==> config.mk <==
export PLATFORM = sky130hd
export DESIGN_NAME = punc_debug_scanner
export DESIGN_NICKNAME = d
export VERILOG_FILES = /design/src/rtl/punc_debug_scanner.sv
export SDC_FILE = /design/constraint.sdc
export NUM_CORES = 1
export LEC_CHECK = 0
export BUFFER_PORTS_ARGS = -buffer_cell sky130_fd_sc_hd__clkbuf_2
export CAP_MARGIN = 20
export CORE_UTILIZATION = 55
export DETAILED_ROUTE_END_ITERATION = 16
export PLACE_DENSITY = 0.81
export SYNTH_ARGS = -nofsm -noshare
export SYNTH_HDL_FRONTEND = slang
export SYNTH_SLANG_ARGS = --single-unit
==> constraint.sdc <==
create_clock -name clk -period 4.26 [get_ports clk]
set_input_delay 0.852 -clock clk [delete_from_list [all_inputs] [get_ports clk]]
set_output_delay 0.852 -clock clk [all_outputs]
set_load 0.02 [all_outputs]
==> src/rtl/punc_debug_scanner.sv <==
// rtl/punc_debug_scanner.sv - snapshot scanner streaming R0..R7, PC and a memory window
//
// Walks the processor debug ports and emits one item per source word:
// R0..R7, then PC, then mem_base .. mem_base+mem_len-1. Each item is captured
// READ_LAT+1 cycles after its debug address is driven, then offered on a
// valid/ready output until the consumer accepts it.
//
// Ports
//   clk, rst                 clock, asynchronous active-high reset
//   start                    request a scan (honoured only when idle)
//   mem_base, mem_len        memory window, latched on start
//   busy, done               scan in progress / one-cycle completion pulse
//   mem_debug_addr           registered memory debug address
//   rf_debug_addr            registered register-file debug address
//   mem_debug_data           memory word at mem_debug_addr
//   rf_debug_data            register value at rf_debug_addr
//   pc_debug_data            current PC
//   out_valid, out_ready     output handshake
//   out_data                 captured word
//   out_tag                  00 RF, 01 PC, 10 MEM
//   out_index                RF number, 0 for PC, or memory address

module punc_debug_scanner #(
  parameter int READ_LAT = 1
) (
  input  logic        clk,
  input  logic        rst,
  input  logic        start,
  input  logic [15:0] mem_base,
  input  logic [15:0] mem_len,
  output logic        busy,
  output logic        done,
  output logic [15:0] mem_debug_addr,
  output logic [2:0]  rf_debug_addr,
  input  logic [15:0] mem_debug_data,
  input  logic [15:0] rf_debug_data,
  input  logic [15:0] pc_debug_data,
  output logic        out_valid,
  input  logic        out_ready,
  output logic [15:0] out_data,
  output logic [1:0]  out_tag,
  output logic [15:0] out_index
);

  localparam logic [1:0] LAT = 2'(READ_LAT);

  localparam logic [1:0] TAG_RF  = 2'b00;
  localparam logic [1:0] TAG_PC  = 2'b01;
  localparam logic [1:0] TAG_MEM = 2'b10;

  typedef enum logic [1:0] {
    IDLE  = 2'd0,
    ISSUE = 2'd1,
    SEND  = 2'd2,
    FIN   = 2'd3
  } state_t;

  state_t      state_q, state_d;
  // 17 bits: a full 0xFFFF-word window gives 65544 items.
  logic [16:0] item_q, item_d;
  logic [1:0]  wait_q, wait_d;
  logic [15:0] base_q, base_d;
  logic [15:0] len_q, len_d;
  logic [15:0] mem_addr_q, mem_addr_d;
  logic [2:0]  rf_addr_q, rf_addr_d;
  logic [15:0] data_q, data_d;
  logic [1:0]  tag_q, tag_d;
  logic [15:0] index_q, index_d;

  logic [16:0] item_nxt;
  logic [15:0] mem_off;
  logic        last_item;

  always_ff @(posedge clk or posedge rst) begin
    if (rst) begin
      state_q    <= IDLE;
      item_q     <= '0;
      wait_q     <= '0;
      base_q     <= '0;
      len_q      <= '0;
      mem_addr_q <= '0;
      rf_addr_q  <= '0;
      data_q     <= '0;
      tag_q      <= '0;
      index_q    <= '0;
    end else begin
      state_q    <= state_d;
      item_q     <= item_d;
      wait_q     <= wait_d;
      base_q     <= base_d;
      len_q      <= len_d;
      mem_addr_q <= mem_addr_d;
      rf_addr_q  <= rf_addr_d;
      data_q     <= data_d;
      tag_q      <= tag_d;
      index_q    <= index_d;
    end
  end

  always_comb begin
    state_d    = state_q;
    item_d     = item_q;
    wait_d     = wait_q;
    base_d     = base_q;
    len_d      = len_q;
    mem_addr_d = mem_addr_q;
    rf_addr_d  = rf_addr_q;
    data_d     = data_q;
    tag_d      = tag_q;
    index_d    = index_q;

    item_nxt  = item_q + 17'd1;
    // Offset of the next item inside the memory window; only meaningful
    // for items 9 and up, the 16-bit add gives the 0xFFFF -> 0x0000 wrap.
    mem_off   = item_nxt[15:0] - 16'd9;
    last_item = (item_q == (17'd8 + {1'b0, len_q}));

    case (state_q)
      IDLE: begin
        if (start) begin
          base_d    = mem_base;
          len_d     = mem_len;
          item_d    = '0;
          wait_d    = '0;
          // First item is R0; its address must be valid from the first
          // ISSUE cycle so READ_LAT=0 still samples the right register.
          rf_addr_d = 3'd0;
          state_d   = ISSUE;
        end
      end

      ISSUE: begin
        if (wait_q == LAT) begin
          wait_d  = '0;
          state_d = SEND;
          if (item_q < 17'd8) begin
            data_d  = rf_debug_data;
            tag_d   = TAG_RF;
            index_d = {13'd0, item_q[2:0]};
          end else if (item_q == 17'd8) begin
            data_d  = pc_debug_data;
            tag_d   = TAG_PC;
            index_d = 16'd0;
          end else begin
            data_d  = mem_debug_data;
            tag_d   = TAG_MEM;
            index_d = mem_addr_q;
          end
        end else begin
          wait_d = wait_q + 2'd1;
        end
      end

      SEND: begin
        if (out_ready) begin
          if (last_item) begin
            state_d = FIN;
          end else begin
            item_d  = item_nxt;
            state_d = ISSUE;
            // Preload the bus of the next item; the other bus keeps its value.
            if (item_nxt < 17'd8) begin
              rf_addr_d = item_nxt[2:0];
            end else if (item_nxt > 17'd8) begin
              mem_addr_d = base_q + mem_off;
            end
          end
        end
      end

      FIN: begin
        state_d = IDLE;
      end

      default: begin
        state_d = IDLE;
      end
    endcase
  end

  // Status outputs decode the state register directly so an asynchronous
  // reset clears them without waiting for a clock edge.
  assign busy           = (state_q != IDLE);
  assign done           = (state_q == FIN);
  assign out_valid      = (state_q == SEND);
  assign out_data       = data_q;
  assign out_tag        = tag_q;
  assign out_index      = index_q;
  assign mem_debug_addr = mem_addr_q;
  assign rf_debug_addr  = rf_addr_q;

endmodule

-- Word level (Yosys, flattened, before mapping)
Index checks and enable logic that the tools add are counted.
- bits in registers: 106
- input bits: 84
- logic and storage cells: 65
- $add $sub $neg: 5
- $lt $le $gt $ge: 3
- equal/unequal tests: 11
- mux-type cells: 23
- bitwise operators: 2
- reductions and logical operators: 11
- operators by type and width (kind ; count):
    $mux 16 ; 4
    $mux 17 ; 3
    $lt 17x4->1 const B ; 2
    $pmux 17 s2 ; 1
    $add 17x1->17 const B ; 1
    $add 4x16->17 const A ; 1
    $eq 17x17->1 ; 1
    $eq 17x4->1 const B ; 1
    $gt 17x4->1 const B ; 1
    $add 16x16->16 ; 1
    $mux 2 ; 8
    $sub 16x4->16 const B ; 1
    $mux 3 ; 4
    $reduce_and 5->1 ; 2
    $pmux 2 s4 ; 1
    $ne 2x2->1 const B ; 3
    $pmux 3 s2 ; 1
    $reduce_and 2->1 ; 3
    $reduce_bool 2->1 ; 3
    $eq 2x1->1 const B ; 2
    $eq 2x2->1 const B ; 2
    $ne 2x1->1 const B ; 2
    $pmux 2 s2 ; 1
    $reduce_and 4->1 ; 1
    4 further kinds ; 5

-- Depth between registers and ports, before layout
Gate-level depths: netlist of run 1.
- word-level depth: 6
- mapped depth: 17
- depth with buffers taken out: 16

-- Worst setup path after synthesis of run 1
Ideal clock, no wire load.
- path type: flip-flop to flip-flop
- start point: register item_q[0]
- end point: register mem_addr_q[15] (netlist: mem_debug_addr[15])
- arrival time: 3153 ps
- path slack: 983 ps
- stages on the path, launching flop included: 18
- period minus slack after synthesis: 3277 ps
- cell sequence: dfrtp_1 -> buf_2 -> inv_1 -> ha_1 -> inv_1 -> ha_1 -> inv_1 -> ha_1 -> inv_1 -> fa_1 -> nor2b_1 -> o31a_1 -> o41a_1 -> a41oi_1 -> a21oi_1 -> a31oi_1 -> xnor2_1 -> mux2_2
- word-level cells in the longest chain between the ends: 4
- ends and longest elaborated chain (item ; line ; text):
    start: declaration ; 60 ; logic [16:0] item_q, item_d;
    start signal: assignment ; 88 ; item_q <= item_d;
    parallel branches: the longest is 4 deep, another holds $add 17x1->17 ; - ;
    end signal: assignment ; 92 ; mem_addr_q <= mem_addr_d;
    end: declaration ; 64 ; logic [15:0] mem_addr_q, mem_addr_d;
Several ways; the timed one is not identified.
A chain may end at the register's enable or synchronous reset.

-- Worst setup path in the final report of run 1
- start point: register item_q[0]
- end point: register mem_addr_q[14] (netlist: mem_debug_addr[14])
The elaborated chain is that of the path after synthesis.

==> summary.md, run 1 <==
| Metric | Value |
|---|---|
| Multi-input gate area | approximately 3400 µm² |
| Vias in the first global route | 5107 |
| Antenna Nets Post-Route | 0 |
| Initial antenna violation count | 0 |
| Slew Viols, Final | 0 |
| Max IR drop VDD | a little under 0.4 mV |
| Synth top area cells | dfrtp_1 (41%), nand2_1 (6.1%), ha_1 (5.6%), xnor2_1 (4.2%), inv_1 (2.9%) |
| Synthesized flop and latch total | between 100 and 150 |
| Overall die height | 110.2 µm |
| Fmax achieved | 254.2 MHz |
| Synth cell count leaders | dfrtp_1 (106), nand2_1 (104), inv_1 (49) |
| Max stage delay on crit path | 0.62 ns |
| Max clock buf depth | 2 |
| Fin util | 65.35% |
| Total clock buffers created by CTS | 9 |
| Sequential fraction of the synthesis area | 41.18% |
| Cell Area, Placed | between 7000 and 8000 µm² |
| Count leader, synth | dfrtp_1 |
| Cts hold-fix bufs | 0 |
| Final Cycle Share | 92.36% |
| Post-synthesis cell area | roughly 6400 µm² |
| Final #Nets | 916 |
| First-pass GRT wire length | 24.28 mm |
| Max_cap viols | 0 |
| # fillers | 938 |
| Clock latency on the worst-skew pair | 0.36 ns |
| Place WS | between 0.4 and 0.5 ns |
| Starting density of the core | approximately 56% |
| All-Layer GR Usage | 25.70% |
| DRC Markers | 0 |
| Post-CTS Setup Bufs | 0 |
| CP Cell Sequence | ha_1, nand3_2, nor2_1, nand2_1, xor2_1, ha_1, inv_1, ha_1, and2_1, o21ai_0, o21ai_0, o41ai_1, o22a_1, o21ai_0, mux2_2 |
| Routability congestion estimate from global placement | 0.9811 |
| Final hold viol count | 0 |
| DRT Pass-1 Iters | 5 |
| CP Class | flip-flop to flip-flop |
| Full die area | 12150 µm² |
| Clock sink count | around 110 |
| CP top delay family | compound AO/OA/AOI/OAI gates |
| Worst hold path class | primary input to async pin |
| ANT cells | 0 |
| Clock root cell | clkbuf_16 |
| Ports | 140 |
| Yosys cell types | 63 |
| Synth Warn # | 0 |
| Detailed placement HPWL | 10.89 mm |
| Cell count after synthesis | approximately 700 |
| CTS tree | yes |
| Final Power | 4.827 mW |
| CP required | roughly 4.5 ns |
| Worst Path Arrival | around 4.2 ns |
| Fin Setup TNS | 0 ns |
| Largest net degree at the start of global routing | 85 |
| Crit Path Max Fanout | 9 |
| Starting DRC count in detailed routing | 570 |
| Vias per cell | 5.748 |
| CTS-repair resized insts | 0 |
| Final Cell Area | 7462 µm² |
| Crit end category | flip-flop |
| Final wirelength | roughly 15 mm |
| Mean Syn Cell Area | about 9.3 µm² |
| Fraction of layout cells with a size suffix above 1 | roughly 25% |
| Floorplan row count | 39 |
| Unrepaired setup endpoints after global routing | false |
| Sequential cell area | approximately 2700 µm² |
| Clk_skew | 0.007256 ns |
| Pleak | ~3.8 nW |
| Final setup fails | 0 |
| Clock slew at reported path FFs | 0.07 ns |
| Layout area overhead | 15.85% |
| Core area | approximately 11000 µm² |
| Power Dens Cells | between 600 and 700 nW/µm² |
| Slowest-stage cell, CP | o41ai_1 |
| Post-synth EDFFs | 0 |
| Final worst setup slack | between 0.3 and 0.4 ns |
| WP buf/inv | 1 |
| Cell taking the most area after synthesis | dfrtp_1 |
| Grt total ovfl | 0 |
| Die width | 110.2 µm |
| Net count after synthesis | 803 |
| FFs w/ async S/R, synth | 100.0% |
| Worst Tran Pin Value | 1.049 ns |
| Via count | 5461 |
| Final min period | 3.935 ns |
| Max H-tree Level | 3 |
| Startpoint types | flip-flop |
| Main flop type after synthesis | dfrtp_1 |
| Slew Limit Headroom | 29.85% |
| Wire per inst | 16.02 µm |
| Status | complete, no violations |
| Synth top area share | 41.18% |
| PortBufs | 139 |
## layout make-up
cell class	instances	share of cell area, %
Multi-Input combinational cell	490	45.31
Sequential cell	106	35.55
Timing Repair Buffer	146	10.30
Clock buffer	10	3.068
Inverter	49	2.498
Tap cell	143	2.398
Clock inverter	6	0.8887
## kinds of logic (layout without fill, tap and decap cells)
logic type | Yosys count | after routing | synth area share [%]
AOI/OAI and AO/OA | 152 | 152 | 16.88
xor gates and xnor gates | 50 | 50 | 6.799
adders and majority gates | 30 | 30 | 5.944
buffers and inverters | 93 | 211 | 6.449
DFF | 106 | 106 | 41.18
muxes | 29 | 29 | 5.225
and+or+nand+nor | 229 | 229 | 17.52
## final timing paths
check	start	endpoint	slack [ns]	cells past startpoint
max in group asynchronous	rst	base_q[9]$_DFFE_PP0P_	2.83	4
setup / recovery	item_q[0]$_DFFE_PP0P_	mem_debug_addr[14]$_DFFE_PP0P_	0.33	15
setup reg to reg	item_q[0]$_DFFE_PP0P_	mem_debug_addr[14]$_DFFE_PP0P_	0.33	15
hold / removal	rst	state_q[1]$_DFFE_PP0P_	0.46	2
hold reg to reg	wait_q[1]$_DFFE_PP0P_	wait_q[1]$_DFFE_PP0P_	0.48	1
min in group clk	wait_q[1]$_DFFE_PP0P_	wait_q[1]$_DFFE_PP0P_	0.48	1
## layout by cell type, fill, tap and decap left out, types with 6 or more instances in the layout
master,count
nor2_1,37
nor4_1,7
mux2i_1,10
ha_1,29
nor3_1,12
dfrtp_1,106
clkbuf_16,9
xor2_1,19
o21ai_0,34
a221o_1,12
a31oi_1,6
xnor2_1,31
clkbuf_2,139
a21o_1,10
a22oi_1,17
buf_4,6
mux2_2,13
a21oi_1,19
nand3_1,15
inv_1,48
mux2_4,6
nand2_1,104
a22o_1,18
nand2b_1,9
## power by group
group          total (mW)  internal [mW]  leakage, nW  switching (mW)
sequential           1.61           1.32         1.37           0.295
combinational        2.37           1.02         2.27            1.35
clock               0.843          0.457        0.135           0.386
total                4.83           2.79         3.78            2.03
## layer usage
metal  GRT usage (%)  wire, µm
met5               0         0
met4           9.680       362
met3           4.527       767
met2           42.86      7424
met1           33.41      6668
## metrics by stage
| stage | std cells | hold slack [ns] |
|---|---|---|
| 6_report | 950 | 0.4596 |
| 5_1_grt | 950 | 0.4935 |
| 4_1_cts | 949 | 0.4875 |
| 3_5_place_dp | 933 | 0.4709 |
| 3_3_place_gp | 933 | 0.4593 |
| 2_1_floorplan | 689 | 0.4486 |
## worst reg2reg max path, cell delays in order (launching register included)
cell and delay [ns]:
dfrtp_1 0.54, ha_1 0.31, nand3_2 0.18, nor2_1 0.15, nand2_1 0.10, xor2_1 0.19, ha_1 0.29, inv_1 0.04
ha_1 0.37, and2_1 0.18, o21ai_0 0.13, o21ai_0 0.16, o41ai_1 0.62, o22a_1 0.25, o21ai_0 0.07, mux2_2 0.26
## state kept, by name, summed over array words and instances, names as in the netlist
register        flops
state_q             2
out_tag             2
base_q             16
out_index          16
wait_q              2
len_q              16
out_data           16
rf_debug_addr       3
item_q             17
mem_debug_addr     16
Note: power is estimated with default switching activity, not from simulation.
==> run 2, diff against run 1 <==
CORE_ASPECT_RATIO = 0.7   (was not set)
SLEW_MARGIN = 20   (was not set)
==> run 2 against run 1 <==
  * Flip-flop and latch count did not move
  * Clock power barely moved
  * Final area barely moved
  * First-iteration DRC count fell by 53%
  * Die area about the same
  * Count of clock-buffer cells in the layout increased by 1
  * Highest routed layer unchanged
==> summary.md, run 2 (synthesized netlist as in run 1, its figures left out) <==
| Metric | Value |
|---|---|
| Startpoint types | flip-flop |
| Clock slew at reported path FFs | 0.07 ns (about the same) |
| Layout area overhead | 15.95% (about the same) |
| Slew Viols, Final | 0 (unchanged) |
| Worst hold path class | flip-flop to flip-flop |
| Full die area | 12150 µm² (about the same) |
| Pleak | 3.789 nW (+0.20%) |
| Floorplan row count | 32 (-18%) |
| Ports | 140 (unchanged) |
| Post-CTS Setup Bufs | 0 (unchanged) |
| Most flops, register | item_q |
| CTS tree | yes |
| DRT Pass-1 Iters | 4 (-1) |
| Total clock buffers created by CTS | 9 (unchanged) |
| DRC Markers | 0 (unchanged) |
| Crit Path Max Fanout | 9 (unchanged) |
| Detailed placement HPWL | 11.89 mm (+9.1%) |
| Largest register FFs | 17 (unchanged) |
| Max H-tree Level | 3 (unchanged) |
| Largest net degree at the start of global routing | 56 (-34%) |
| Power Dens Cells | 648.8 nW/µm² (+0.30%) |
| Max IR drop VDD | 0.3135 mV (-21%) |
| Final setup fails | 0 (unchanged) |
| Routability congestion estimate from global placement | 0.9376 (-4.4%) |
| Final min period | 3.719 ns (-0.2155 ns) |
| Crit end category | flip-flop |
| Hold_ws | 0.4780 ns (+0.01840 ns) |
| PortBufs | 139 (unchanged) |
| First-pass GRT wire length | 26.60 mm (+9.5%) |
| Most common cell after layout, fill and taps aside | clkbuf_2 |
| Unrepaired setup endpoints after global routing | false |
| Fraction of layout cells with a size suffix above 1 | 24.91% (+0.12 points) |
| Fin util | 66.62% (+1.3 points) |
| Starting DRC count in detailed routing | 269 (-53%) |
| Worst Path Arrival | 3.95 ns (-0.23 ns) |
| Max clock buf depth | 2 (unchanged) |
| Final wirelength | 15.97 mm (+4.9%) |
| CP top delay family | compound AO/OA/AOI/OAI gates |
| Worst Tran Pin Value | 1.016 ns (-0.03270 ns) |
| Final #Nets | 917 (+0.11%) |
| Cts hold-fix bufs | 0 (unchanged) |
| Die width | 131.3 µm (+19%) |
| Antenna Nets Post-Route | 0 (unchanged) |
| Clock root cell | clkbuf_16 |
| Grt total ovfl | 0 (unchanged) |
| Fmax achieved | 268.9 MHz (+5.8%) |
| Overall die height | 92.54 µm (-16%) |
| Starting density of the core | 57.46% (+1.0 points) |
| Status | complete, no violations |
| Final hold viol count | 0 (unchanged) |
| Final Cycle Share | 87.30% (-5.1 points) |
| Max stage delay on crit path | 0.54 ns (-0.08 ns) |
| CP Cell Sequence | ha_1, nand3_2, nor2_1, nand2_1, xor2_1, ha_1, inv_1, ha_1, and2_1, o21ai_0, o21ai_0, o41ai_2, o22a_1, o21ai_0, mux2_2 |
| Initial antenna violation count | 0 (unchanged) |
| Clock sink count | 106 (unchanged) |
| Commonest non-fill, non-tap cells in the layout | clkbuf_2 (139), dfrtp_1 (106), nand2_1 (104) |
| ANT cells | 0 (unchanged) |
| Wire per inst | 16.64 µm (+3.8%) |
| Vias per cell | 5.606 (-2.5%) |
| Slowest-stage cell, CP | dfrtp_1 |
| Max_cap viols | 0 (unchanged) |
| CP Class | flip-flop to flip-flop |
| Clock latency on the worst-skew pair | 0.35 ns (about the same) |
| WP buf/inv | 1 (unchanged) |
| Placed insts | 945 (+1.3%) |
| Fin Setup TNS | 0 ns (unchanged) |
| Clk_skew | 0.006975 ns (-0.0002805 ns) |
| Slew Limit Headroom | 32.24% (+2.4 points) |
| Core area | 11210 µm² (-1.8%) |
| Vias in the first global route | 5281 (+3.4%) |
| Cell Count, Final, Fillers Out | 960 (+1.1%) |
| CP required | 4.49 ns (about the same) |
| # fillers | 891 (-5.0%) |
| All-Layer GR Usage | 27.67% (+2.0 points) |
| Via count | 5382 (-1.4%) |
[run 2: cell types whose count changed in the layout (fill, tap and decap cells not counted)]
cell	before	now
buf_16	1	0
buf_4	6	8
o41ai_1	1	0
o41ai_2	0	1
clkbuf_8	0	1
clkinvlp_4	3	1
[run 2: layer usage]
layer | vias to the layer above | GRT usage, % | share of wire (%)
met2 | 171 | 45.08 | 46
met4 | 0 | 8.140 | 2.0
li1 | 2620 | - | -
met5 | - | 0 | 0
met3 | 21 | 4.981 | 4.9
met1 | 2570 | 37.93 | 47
[run 2: worst reg2reg max path, stage by stage, from the launching register on]
cell     delay, ns
dfrtp_1       0.54
ha_1          0.30
nand3_2       0.19
nor2_1        0.15
nand2_1       0.10
xor2_1        0.18
ha_1          0.30
inv_1         0.04
ha_1          0.35
and2_1        0.17
o21ai_0       0.17
o21ai_0       0.20
o41ai_2       0.37
o22a_1        0.20
o21ai_0       0.07
mux2_2        0.26
[run 2: through the flow]
| stage | cell area, µm² | total power, mW | worst slack, ns |
|---|---|---|---|
| 5_1_grt | 7468 | 5.212 | 0.1947 |
| 3_5_place_dp | 7167 | 3.982 | 0.3604 |
| 2_1_floorplan | 6441 | 3.376 | 0.6191 |
| 3_3_place_gp | 7167 | 3.853 | 0.6153 |
| 6_report | 7468 | 4.845 | 0.5408 |
| 4_1_cts | 7461 | 4.848 | 0.3603 |
[run 2: what timing repair did]
| item | in CTS | in global routing |
|---|---|---|
| hold endpoints to repair | 0 | 0 |
| endpoints found under the setup margin | 0 | 1 |
| resized for setup | 0 | 1 |
[run 2: cell type report]
class | instances | area [µm²] | area share (%)
clock buffers | 11 | 242.7 | 3.250
clock inverters | 4 | 51.30 | 0.6869
inverters | 49 | 186.4 | 2.496
multi-input cells | 490 | 3388 | 45.37
flip-flops and latches | 106 | 2653 | 35.52
well taps | 153 | 191.4 | 2.563
repair buffers | 147 | 755.7 | 10.12
[run 2: final timing paths]
path,slack [ns],cells after the start,end,from
setup / recovery,0.54,15,mem_debug_addr[14]$_DFFE_PP0P_,item_q[0]$_DFFE_PP0P_
hold / removal,0.48,1,out_tag[1]$_DFFE_PP0P_,out_tag[1]$_DFFE_PP0P_
setup reg to reg,0.54,15,mem_debug_addr[14]$_DFFE_PP0P_,item_q[0]$_DFFE_PP0P_
hold reg to reg,0.48,1,out_tag[1]$_DFFE_PP0P_,out_tag[1]$_DFFE_PP0P_
max in group asynchronous,2.78,3,len_q[2]$_DFFE_PP0P_,rst
min in group asynchronous,0.53,2,out_data[13]$_DFFE_PP0P_,rst
[run 2: report_power, final]
group / switching, mW / total, mW / internal (mW)
Combinational: 1.36 / 2.39 / 1.03
Sequential: 0.299 / 1.62 / 1.32
Clock: 0.371 / 0.842 / 0.470
